File: src/rtl/npu_csr_ahb_slave_pkg.sv
// Shared constants, FSM state type and address decode for the NPU CSR AHB-Lite slave.
package npu_csr_pkg;

    localparam logic [11:0] CSR_CTRL    = 12'h000;
    localparam logic [11:0] CSR_STATUS  = 12'h004;
    localparam logic [11:0] CSR_RESULT  = 12'h008;
    localparam logic [11:0] CSR_SCRATCH = 12'h00C;

    localparam int CTRL_START     = 0;
    localparam int CTRL_IMG_LO    = 1;
    localparam int CTRL_IMG_HI    = 2;
    localparam int CTRL_TEST_MODE = 3;
    localparam int CTRL_IRQ_EN    = 4;

    localparam int STATUS_BUSY = 0;
    localparam int STATUS_DONE = 1;

    localparam logic [1:0] HTRANS_IDLE   = 2'b00;
    localparam logic [1:0] HTRANS_BUSY   = 2'b01;
    localparam logic [1:0] HTRANS_NONSEQ = 2'b10;
    localparam logic [1:0] HTRANS_SEQ    = 2'b11;

    localparam logic [2:0] HSIZE_WORD = 3'b010;

    typedef enum logic [2:0] {
        ST_IDLE,
        ST_WR,
        ST_RD_WAIT,
        ST_RD_DATA,
        ST_ERR1,
        ST_ERR2
    } state_e;

    // A transfer is legal only as a full word to one of the four registers in our 4 KiB page.
    function automatic logic csr_access_legal(input logic [31:0] haddr,
                                              input logic [2:0]  hsize,
                                              input logic [19:0] base_page);
        logic reg_hit;
        reg_hit = (haddr[11:0] == CSR_CTRL)   || (haddr[11:0] == CSR_STATUS) ||
                  (haddr[11:0] == CSR_RESULT) || (haddr[11:0] == CSR_SCRATCH);
        return (haddr[31:12] == base_page) && (hsize == HSIZE_WORD) && reg_hit;
    endfunction

endpackage

File: src/rtl/npu_csr_ahb_slave_if.sv
// AHB-Lite signal bundle between the system master and the NPU CSR slave.
interface npu_csr_ahb_slave_if;

    logic [31:0] haddr;
    logic        hwrite;
    logic [2:0]  hsize;
    logic [2:0]  hburst;
    logic [3:0]  hprot;
    logic [1:0]  htrans;
    logic        hmastlock;
    logic [31:0] hwdata;
    logic        hready;
    logic        hresp;
    logic [31:0] hrdata;

    modport master (
        output haddr, hwrite, hsize, hburst, hprot, htrans, hmastlock, hwdata,
        input  hready, hresp, hrdata
    );

    modport slave (
        input  haddr, hwrite, hsize, hburst, hprot, htrans, hmastlock, hwdata,
        output hready, hresp, hrdata
    );

endinterface

File: src/rtl/npu_csr_ahb_slave.sv
// AHB-Lite slave for the NPU control/status registers: zero-wait writes,
// one-wait-state reads, two-cycle ERROR response for illegal accesses.
module npu_csr_ahb_slave
    import npu_csr_pkg::*;
#(
    parameter logic [31:0] BASE_ADDR = 32'h4000_0000
) (
    input  logic                clk,
    input  logic                reset,
    npu_csr_ahb_slave_if.slave  ahb,
    output logic                npu_start_o,
    output logic                npu_test_mode_o,
    output logic [1:0]          npu_test_img_index_o,
    input  logic                npu_busy_i,
    input  logic                npu_done_i,
    input  logic [4:0]          npu_class_i,
    input  logic [7:0]          npu_conf_i,
    output logic                irq_o
);

    state_e      state_q, state_d;
    logic [11:0] addr_q, addr_d;
    logic        hready, hresp;
    logic [31:0] hrdata_q, rd_data;

    logic [1:0]  ctrl_img_q;
    logic        ctrl_test_q, ctrl_irq_en_q;
    logic        status_done_q;
    logic [4:0]  result_class_q;
    logic [7:0]  result_conf_q;
    logic [31:0] scratch_q;
    logic        start_q;

    logic wr_en, wr_ctrl, wr_status, wr_scratch, legal;

    logic unused_bus;
    assign unused_bus = ^{ahb.hburst, ahb.hprot, ahb.hmastlock, ahb.htrans[0]};

    assign legal = csr_access_legal(ahb.haddr, ahb.hsize, BASE_ADDR[31:12]);

    // NOTE: every output of this block gets a default first, so no path can infer a latch.
    always_comb begin
        state_d = state_q;
        addr_d  = addr_q;
        hready  = 1'b1;
        hresp   = 1'b0;
        case (state_q)
            ST_RD_WAIT: begin
                hready  = 1'b0;
                state_d = ST_RD_DATA;
            end
            ST_ERR1: begin
                hready  = 1'b0;
                hresp   = 1'b1;
                state_d = ST_ERR2;
            end
            ST_ERR2: hresp = 1'b1;
            default: ;
        endcase
        // Any cycle with hready high is also an address phase for the next transfer.
        if (hready) begin
            state_d = ST_IDLE;
            if (ahb.htrans[1]) begin
                addr_d = ahb.haddr[11:0];
                if (!legal)          state_d = ST_ERR1;
                else if (ahb.hwrite) state_d = ST_WR;
                else                 state_d = ST_RD_WAIT;
            end
        end
    end

    // NOTE: sequential state uses non-blocking assignments so all flops update from pre-edge values.
    always_ff @(posedge clk or posedge reset) begin
        if (reset) begin
            state_q <= ST_IDLE;
            addr_q  <= '0;
        end else begin
            state_q <= state_d;
            addr_q  <= addr_d;
        end
    end

    assign wr_en      = (state_q == ST_WR);
    assign wr_ctrl    = wr_en && (addr_q == CSR_CTRL);
    assign wr_status  = wr_en && (addr_q == CSR_STATUS);
    assign wr_scratch = wr_en && (addr_q == CSR_SCRATCH);

    always_comb begin
        rd_data = '0;
        case (addr_q)
            CSR_CTRL: begin
                rd_data[CTRL_IMG_HI:CTRL_IMG_LO] = ctrl_img_q;
                rd_data[CTRL_TEST_MODE]          = ctrl_test_q;
                rd_data[CTRL_IRQ_EN]             = ctrl_irq_en_q;
            end
            CSR_STATUS: begin
                rd_data[STATUS_BUSY] = npu_busy_i;
                rd_data[STATUS_DONE] = status_done_q;
            end
            CSR_RESULT:  rd_data = {16'h0, result_conf_q, 3'b000, result_class_q};
            CSR_SCRATCH: rd_data = scratch_q;
            default:     rd_data = '0;
        endcase
    end

    always_ff @(posedge clk or posedge reset) begin
        if (reset) begin
            ctrl_img_q     <= '0;
            ctrl_test_q    <= 1'b0;
            ctrl_irq_en_q  <= 1'b0;
            status_done_q  <= 1'b0;
            result_class_q <= '0;
            result_conf_q  <= '0;
            scratch_q      <= '0;
            start_q        <= 1'b0;
            hrdata_q       <= '0;
        end else begin
            if (wr_ctrl) begin
                ctrl_img_q    <= ahb.hwdata[CTRL_IMG_HI:CTRL_IMG_LO];
                ctrl_test_q   <= ahb.hwdata[CTRL_TEST_MODE];
                ctrl_irq_en_q <= ahb.hwdata[CTRL_IRQ_EN];
            end
            if (wr_scratch) scratch_q <= ahb.hwdata;
            start_q <= wr_ctrl && ahb.hwdata[CTRL_START] && !npu_busy_i;
            // A completion in the same cycle as the W1C must not be lost.
            if (npu_done_i) begin
                status_done_q  <= 1'b1;
                result_class_q <= npu_class_i;
                result_conf_q  <= npu_conf_i;
            end else if (wr_status && ahb.hwdata[STATUS_DONE]) begin
                status_done_q <= 1'b0;
            end
            if (state_q == ST_RD_WAIT) hrdata_q <= rd_data;
        end
    end

    assign ahb.hready           = hready;
    assign ahb.hresp            = hresp;
    assign ahb.hrdata           = hrdata_q;
    assign npu_start_o          = start_q;
    assign npu_test_mode_o      = ctrl_test_q;
    assign npu_test_img_index_o = ctrl_img_q;
    assign irq_o                = status_done_q && ctrl_irq_en_q;

endmodule

File: src/flat_wrapper.sv
// flat-port wrapper written by rule: the top's interface ports become plain ports
module npu_csr_ahb_slave_flat import npu_csr_pkg::*;
#(
    parameter logic [31:0] BASE_ADDR = 32'h4000_0000
)
  (clk, reset, npu_start_o, npu_test_mode_o, npu_test_img_index_o, npu_busy_i, npu_done_i, npu_class_i, npu_conf_i, irq_o, ahb_haddr, ahb_hwrite, ahb_hsize, ahb_hburst, ahb_hprot, ahb_htrans, ahb_hmastlock, ahb_hwdata, ahb_hready, ahb_hresp, ahb_hrdata);
  npu_csr_ahb_slave_if ahb_i ();
  input  logic clk;
  input  logic reset;
  output logic npu_start_o;
  output logic npu_test_mode_o;
  output logic [1:0] npu_test_img_index_o;
  input  logic npu_busy_i;
  input  logic npu_done_i;
  input  logic [4:0] npu_class_i;
  input  logic [7:0] npu_conf_i;
  output logic irq_o;
  input wire logic [$bits(ahb_i.haddr)-1:0] ahb_haddr;
  input wire logic [$bits(ahb_i.hwrite)-1:0] ahb_hwrite;
  input wire logic [$bits(ahb_i.hsize)-1:0] ahb_hsize;
  input wire logic [$bits(ahb_i.hburst)-1:0] ahb_hburst;
  input wire logic [$bits(ahb_i.hprot)-1:0] ahb_hprot;
  input wire logic [$bits(ahb_i.htrans)-1:0] ahb_htrans;
  input wire logic [$bits(ahb_i.hmastlock)-1:0] ahb_hmastlock;
  input wire logic [$bits(ahb_i.hwdata)-1:0] ahb_hwdata;
  output wire logic [$bits(ahb_i.hready)-1:0] ahb_hready;
  output wire logic [$bits(ahb_i.hresp)-1:0] ahb_hresp;
  output wire logic [$bits(ahb_i.hrdata)-1:0] ahb_hrdata;
  assign ahb_i.haddr = ahb_haddr;
  assign ahb_i.hwrite = ahb_hwrite;
  assign ahb_i.hsize = ahb_hsize;
  assign ahb_i.hburst = ahb_hburst;
  assign ahb_i.hprot = ahb_hprot;
  assign ahb_i.htrans = ahb_htrans;
  assign ahb_i.hmastlock = ahb_hmastlock;
  assign ahb_i.hwdata = ahb_hwdata;
  assign ahb_hready = ahb_i.hready;
  assign ahb_hresp = ahb_i.hresp;
  assign ahb_hrdata = ahb_i.hrdata;
  npu_csr_ahb_slave #(.BASE_ADDR(BASE_ADDR)) u_core (.clk(clk), .reset(reset), .ahb(ahb_i), .npu_start_o(npu_start_o), .npu_test_mode_o(npu_test_mode_o), .npu_test_img_index_o(npu_test_img_index_o), .npu_busy_i(npu_busy_i), .npu_done_i(npu_done_i), .npu_class_i(npu_class_i), .npu_conf_i(npu_conf_i), .irq_o(irq_o));
endmodule
File: config.mk
export PLATFORM = sky130hd
export DESIGN_NAME = npu_csr_ahb_slave_flat
export DESIGN_NICKNAME = d
export VERILOG_FILES = /design/src/rtl/npu_csr_ahb_slave_pkg.sv /design/src/rtl/npu_csr_ahb_slave_if.sv /design/src/rtl/npu_csr_ahb_slave.sv /design/src/flat_wrapper.sv
export SDC_FILE = /design/constraint.sdc
export NUM_CORES = 1
export LEC_CHECK = 0
export BUFFER_PORTS_ARGS = -buffer_cell sky130_fd_sc_hd__buf_2
export CAP_MARGIN = 20
export CORE_MARGIN = 1.5
export CORE_UTILIZATION = 45
export DETAILED_ROUTE_END_ITERATION = 7
export PLACE_DENSITY = 0.77
export SLEW_MARGIN = 20
export SYNTH_ARGS = -nofsm -noshare
export SYNTH_HDL_FRONTEND = slang
export SYNTH_SLANG_ARGS = --single-unit
File: constraint.sdc
create_clock -name clk -period 3.26 [get_ports clk]
set_clock_uncertainty 0.2 [all_clocks]
set_input_delay 0.489 -clock clk [delete_from_list [all_inputs] [get_ports clk]]
set_output_delay 0.489 -clock clk [all_outputs]
set_load 0.02 [all_outputs]
==> flow_summary_export.csv <==
group,metric,value,unit
outcome,status,"complete, no violations",
yosys,synth_cell_type_count,37,
pwr,p_switching,0.772,mW
pwr,netSwitchingFraction,29.5,%
sta,finalSetupTns,0,ns
cells_and_area,layout_common_cells,"124 x buf_2, 98 x dfrtp_1, 57 x mux2_2, 19 x a22o_1, 13 x nand2_1",
critical_path,reg2reg_to,"u_core.scratch_q[4]$_DFFE_PP0P_",
routing,routed_wl,8490,um
yosys,synth_compound_area_share,8.55,%
routing,drc,0,
cts,cts_resized,0,
cts,htreeDepth,3,
flow_run,maxCapViolCount,0,
yosys,synthSimpleGateAreaFrac,8.86,%
cts,cts.sinks,98,
sta,fin_crit_sh,72.0,%
cts,cts_tree,"built",
routing,firstDrtPassIters,4,
critical_path,startpoint_type,"flip-flop",
critical_path,rrSetupSlack,0.91,ns
sta,worstMarginPinSlew,0.672,ns
yosys,yosysSeqAreaShare,61.6,%
yosys,avgSynthCellArea,14.2,sq um
sta,relSlewSlack,55.1,%
hold_path,min_to,"u_core.state_q[1]$_DFFE_PP0P_",
routing,wl_per_cell,16.3,um
cts,cts.path.max_buffers,2,
cts,numCtsBuffers,9,
pwr,ir_worst_vdd,0.349,mV
critical_path,crit_arrival,2.40,ns
floorplan,initial_utilization,46.1,%
yosys,synth_adder_area_share,0,%
pwr,power_density,530,nW/um^2
cells_and_area,drive_above_1_share,51.5,%
cts,clk_pin_slew,0.10,ns
yosys,syn_inst,280,
hold_path,hold_path_class,"in2reg",
critical_path,r2r-start,"u_core.addr_q[7]$_DFFE_PP0P_",
place,placed_area,4740,sq um
floorplan,fp.dieH,97.1,um
cells_and_area,fillerInstances,754,
critical_path,path_max_fanout,26,
yosys,synth_top_family_by_area,"multiplexers",
floorplan,row_count,34,
pwr,power_frac_seq,54.8,%
grt,globalRouteOverflowTotal,0,
sta,rsz0062_at_grt,"false",
floorplan,dieWidth,97.1,um
place,io_buffers,124,
sta,max_freq,426,MHz
critical_path,required,3.31,ns
cts,hold_buffers,1,
sta,finalSetupViolCount,0,
critical_path,critPathKind,"reg2reg",
yosys,ys_seq_elements,98,
pwr,fin_total_pwr,2.62,mW
routing,vias,2753,
yosys,syn_area,3980,sq um
cells_and_area,final_area,4940,sq um
cells_and_area,syn2layout_area_growth,24.0,%
grt,grt_pass1_vias,2966,
yosys,synth_warnings,0,
sta,whs,0.130,ns
pwr,clkPwrFrac,28.1,%
cells_and_area,nets,502,
yosys,synth_mux_area_share,19.2,%
grt,grt_max_degree,60,
sta,report.final.slew_viol_count,0,
grt,grt_usage,19.1,%
sta,hold_viol,0,
pwr,p_int,1.85,mW
cts,post-cts-setup-buffers,0,
routing,drtAntennaViolNets,0,
place,gp_congestion,0.737,
yosys,synth-xor-area-share,0,%
pwr,power_frac_comb,17.1,%
critical_path,worstRegToRegCells,5,
grt,antenna_found_initial,0,
sta,finalCriticalPeriod,2.35,ns
grt,grt_pass1_wl,14400,um
yosys,syn_nets,375,
cells_and_area,diodes,0,
floorplan,dieArea,9420,sq um
cts,cts_root_buf,"clkbuf_8",
critical_path,end_kind,"flip-flop",
routing,viasPerCell,5.29,
pwr,p_leak,2.52,nW
cells_and_area,final_common_cell,"buf_2",
cells_and_area,final_util,57.2,%
hold_path,hp-start,"ahb_hwrite",
cts,insertion_delay,0.37,ns
floorplan,io_pins,134,
floorplan,core_area,8640,sq um
routing,drtIter0Drc,63,
hold_path,whs_path_depth,2,
place,hpwl,5980,um
## flip-flops by register name, summed over array words and instances, names as in the netlist
| signal | flops |
|---|---|
| u_core.status_done_q | 1 |
| u_core.addr_q | 12 |
| u_core.npu_test_img_index_o | 2 |
| u_core.result_conf_q | 8 |
| u_core.npu_test_mode_o | 1 |
| u_core.npu_start_o | 1 |
| u_core.ahb.hrdata | 32 |
| u_core.state_q | 3 |
| u_core.scratch_q | 32 |
| u_core.ctrl_irq_en_q | 1 |
| u_core.result_class_q | 5 |
## power groups by stage
stage / Clock [mW] / Combinational [mW] / Sequential, mW
5_1_grt: 0.811 / 0.494 / 1.46
4_1_cts: 0.759 / 0.453 / 1.44
6_report: 0.737 / 0.447 / 1.44
2_1_floorplan: 0 / 0.329 / 1.43
3_3_place_gp: 0 / 0.437 / 1.45
3_5_place_dp: 0 / 0.450 / 1.46
## worst max-delay path by stage
| stage | startpoint | to | slack (ns) | cells after the start |
|---|---|---|---|---|
| after floorplan | reset | u_core.addr_q[0]$_DFFE_PP0P_ | 0.009 | 1 |
| after global placement | u_core.addr_q[7]$_DFFE_PP0P_ | u_core.scratch_q[19]$_DFFE_PP0P_ | 0.89 | 5 |
| after detailed placement | u_core.addr_q[7]$_DFFE_PP0P_ | u_core.scratch_q[24]$_DFFE_PP0P_ | 0.88 | 5 |
| after CTS | u_core.addr_q[7]$_DFFE_PP0P_ | u_core.scratch_q[24]$_DFFE_PP0P_ | 0.86 | 5 |
| after global routing | u_core.addr_q[7]$_DFFE_PP0P_ | u_core.scratch_q[1]$_DFFE_PP0P_ | 0.75 | 5 |
| final | u_core.addr_q[7]$_DFFE_PP0P_ | u_core.scratch_q[4]$_DFFE_PP0P_ | 0.91 | 5 |
## per-layer routing
layer	GRT usage [%]	wire, um	up-vias
met1	24.3	3820	1353
met3	3.88	478	13
met4	6.91	121	0
met5	0	0	-
met2	32.3	4070	99
li1	-	-	1288
## synthesized netlist by cell type
| master | count | area share [%] |
|---|---|---|
| a21oi_1 | 1 | 0.13 |
| a221o_1 | 8 | 2.0 |
| a22o_1 | 19 | 4.2 |
| a22oi_1 | 1 | 0.19 |
| a31oi_1 | 3 | 0.47 |
| a32o_1 | 1 | 0.25 |
| and2_0 | 1 | 0.16 |
| and2_1 | 8 | 1.3 |
| buf_1 | 1 | 0.094 |
| buf_2 | 6 | 0.75 |
| buf_4 | 1 | 0.19 |
| clkbuf_1 | 6 | 0.57 |
| dfrtp_1 | 98 | 62 |
| inv_1 | 2 | 0.19 |
| mux2_1 | 2 | 0.57 |
| mux2_2 | 57 | 16 |
| mux2_4 | 4 | 1.5 |
| mux2i_1 | 4 | 1.0 |
| nand2_1 | 13 | 1.2 |
| nand2b_1 | 2 | 0.31 |
| nand3_1 | 2 | 0.25 |
| nand4_1 | 2 | 0.31 |
| nor2_1 | 6 | 0.57 |
| nor2b_1 | 4 | 0.63 |
| nor3_1 | 1 | 0.13 |
| nor3_2 | 1 | 0.25 |
| nor3_4 | 1 | 0.41 |
| nor3b_1 | 1 | 0.19 |
| nor3b_2 | 1 | 0.31 |
| nor4_1 | 8 | 1.3 |
| nor4_2 | 1 | 0.31 |
| nor4_4 | 1 | 0.53 |
| nor4bb_1 | 1 | 0.25 |
| o21ai_0 | 6 | 0.75 |
| o31ai_1 | 3 | 0.57 |
| or3_1 | 2 | 0.31 |
| or4_1 | 1 | 0.19 |
## area by class of cell
class	instances	area, sq um	area share (%)
clock buffer	9	124	2.51
clock inverter	7	60.1	1.22
inverter	2	10.0	0.203
multi-input combinational	166	1460	29.6
sequential	98	2450	49.7
tap	108	135	2.74
timing repair buffer	130	693	14.0
## worst max-delay path, stage by stage (launching register included)
cell and delay [ns]:
dfrtp_1 0.40, nor4_2 0.40, nand2_1 0.17, nor3_4 0.44, buf_12 0.26, mux2_2 0.36
## metrics by stage
| step | instances | worst slack (ns) |
|---|---|---|
| 2_1_floorplan | 280 | 0.00893 |
| 3_3_place_gp | 503 | 0.895 |
| 3_5_place_dp | 503 | 0.880 |
| 4_1_cts | 520 | 0.858 |
| 5_1_grt | 520 | 0.754 |
| 6_report | 520 | 0.914 |
## logic make-up (layout without fill, tap and decap cells)
logic type / count (synthesis) / after routing
compound gates: 42 / 42
buf+inv: 16 / 148
flops: 98 / 98
mux: 67 / 67
simple gates: 57 / 57
Power figures use the tool's default switching activity.
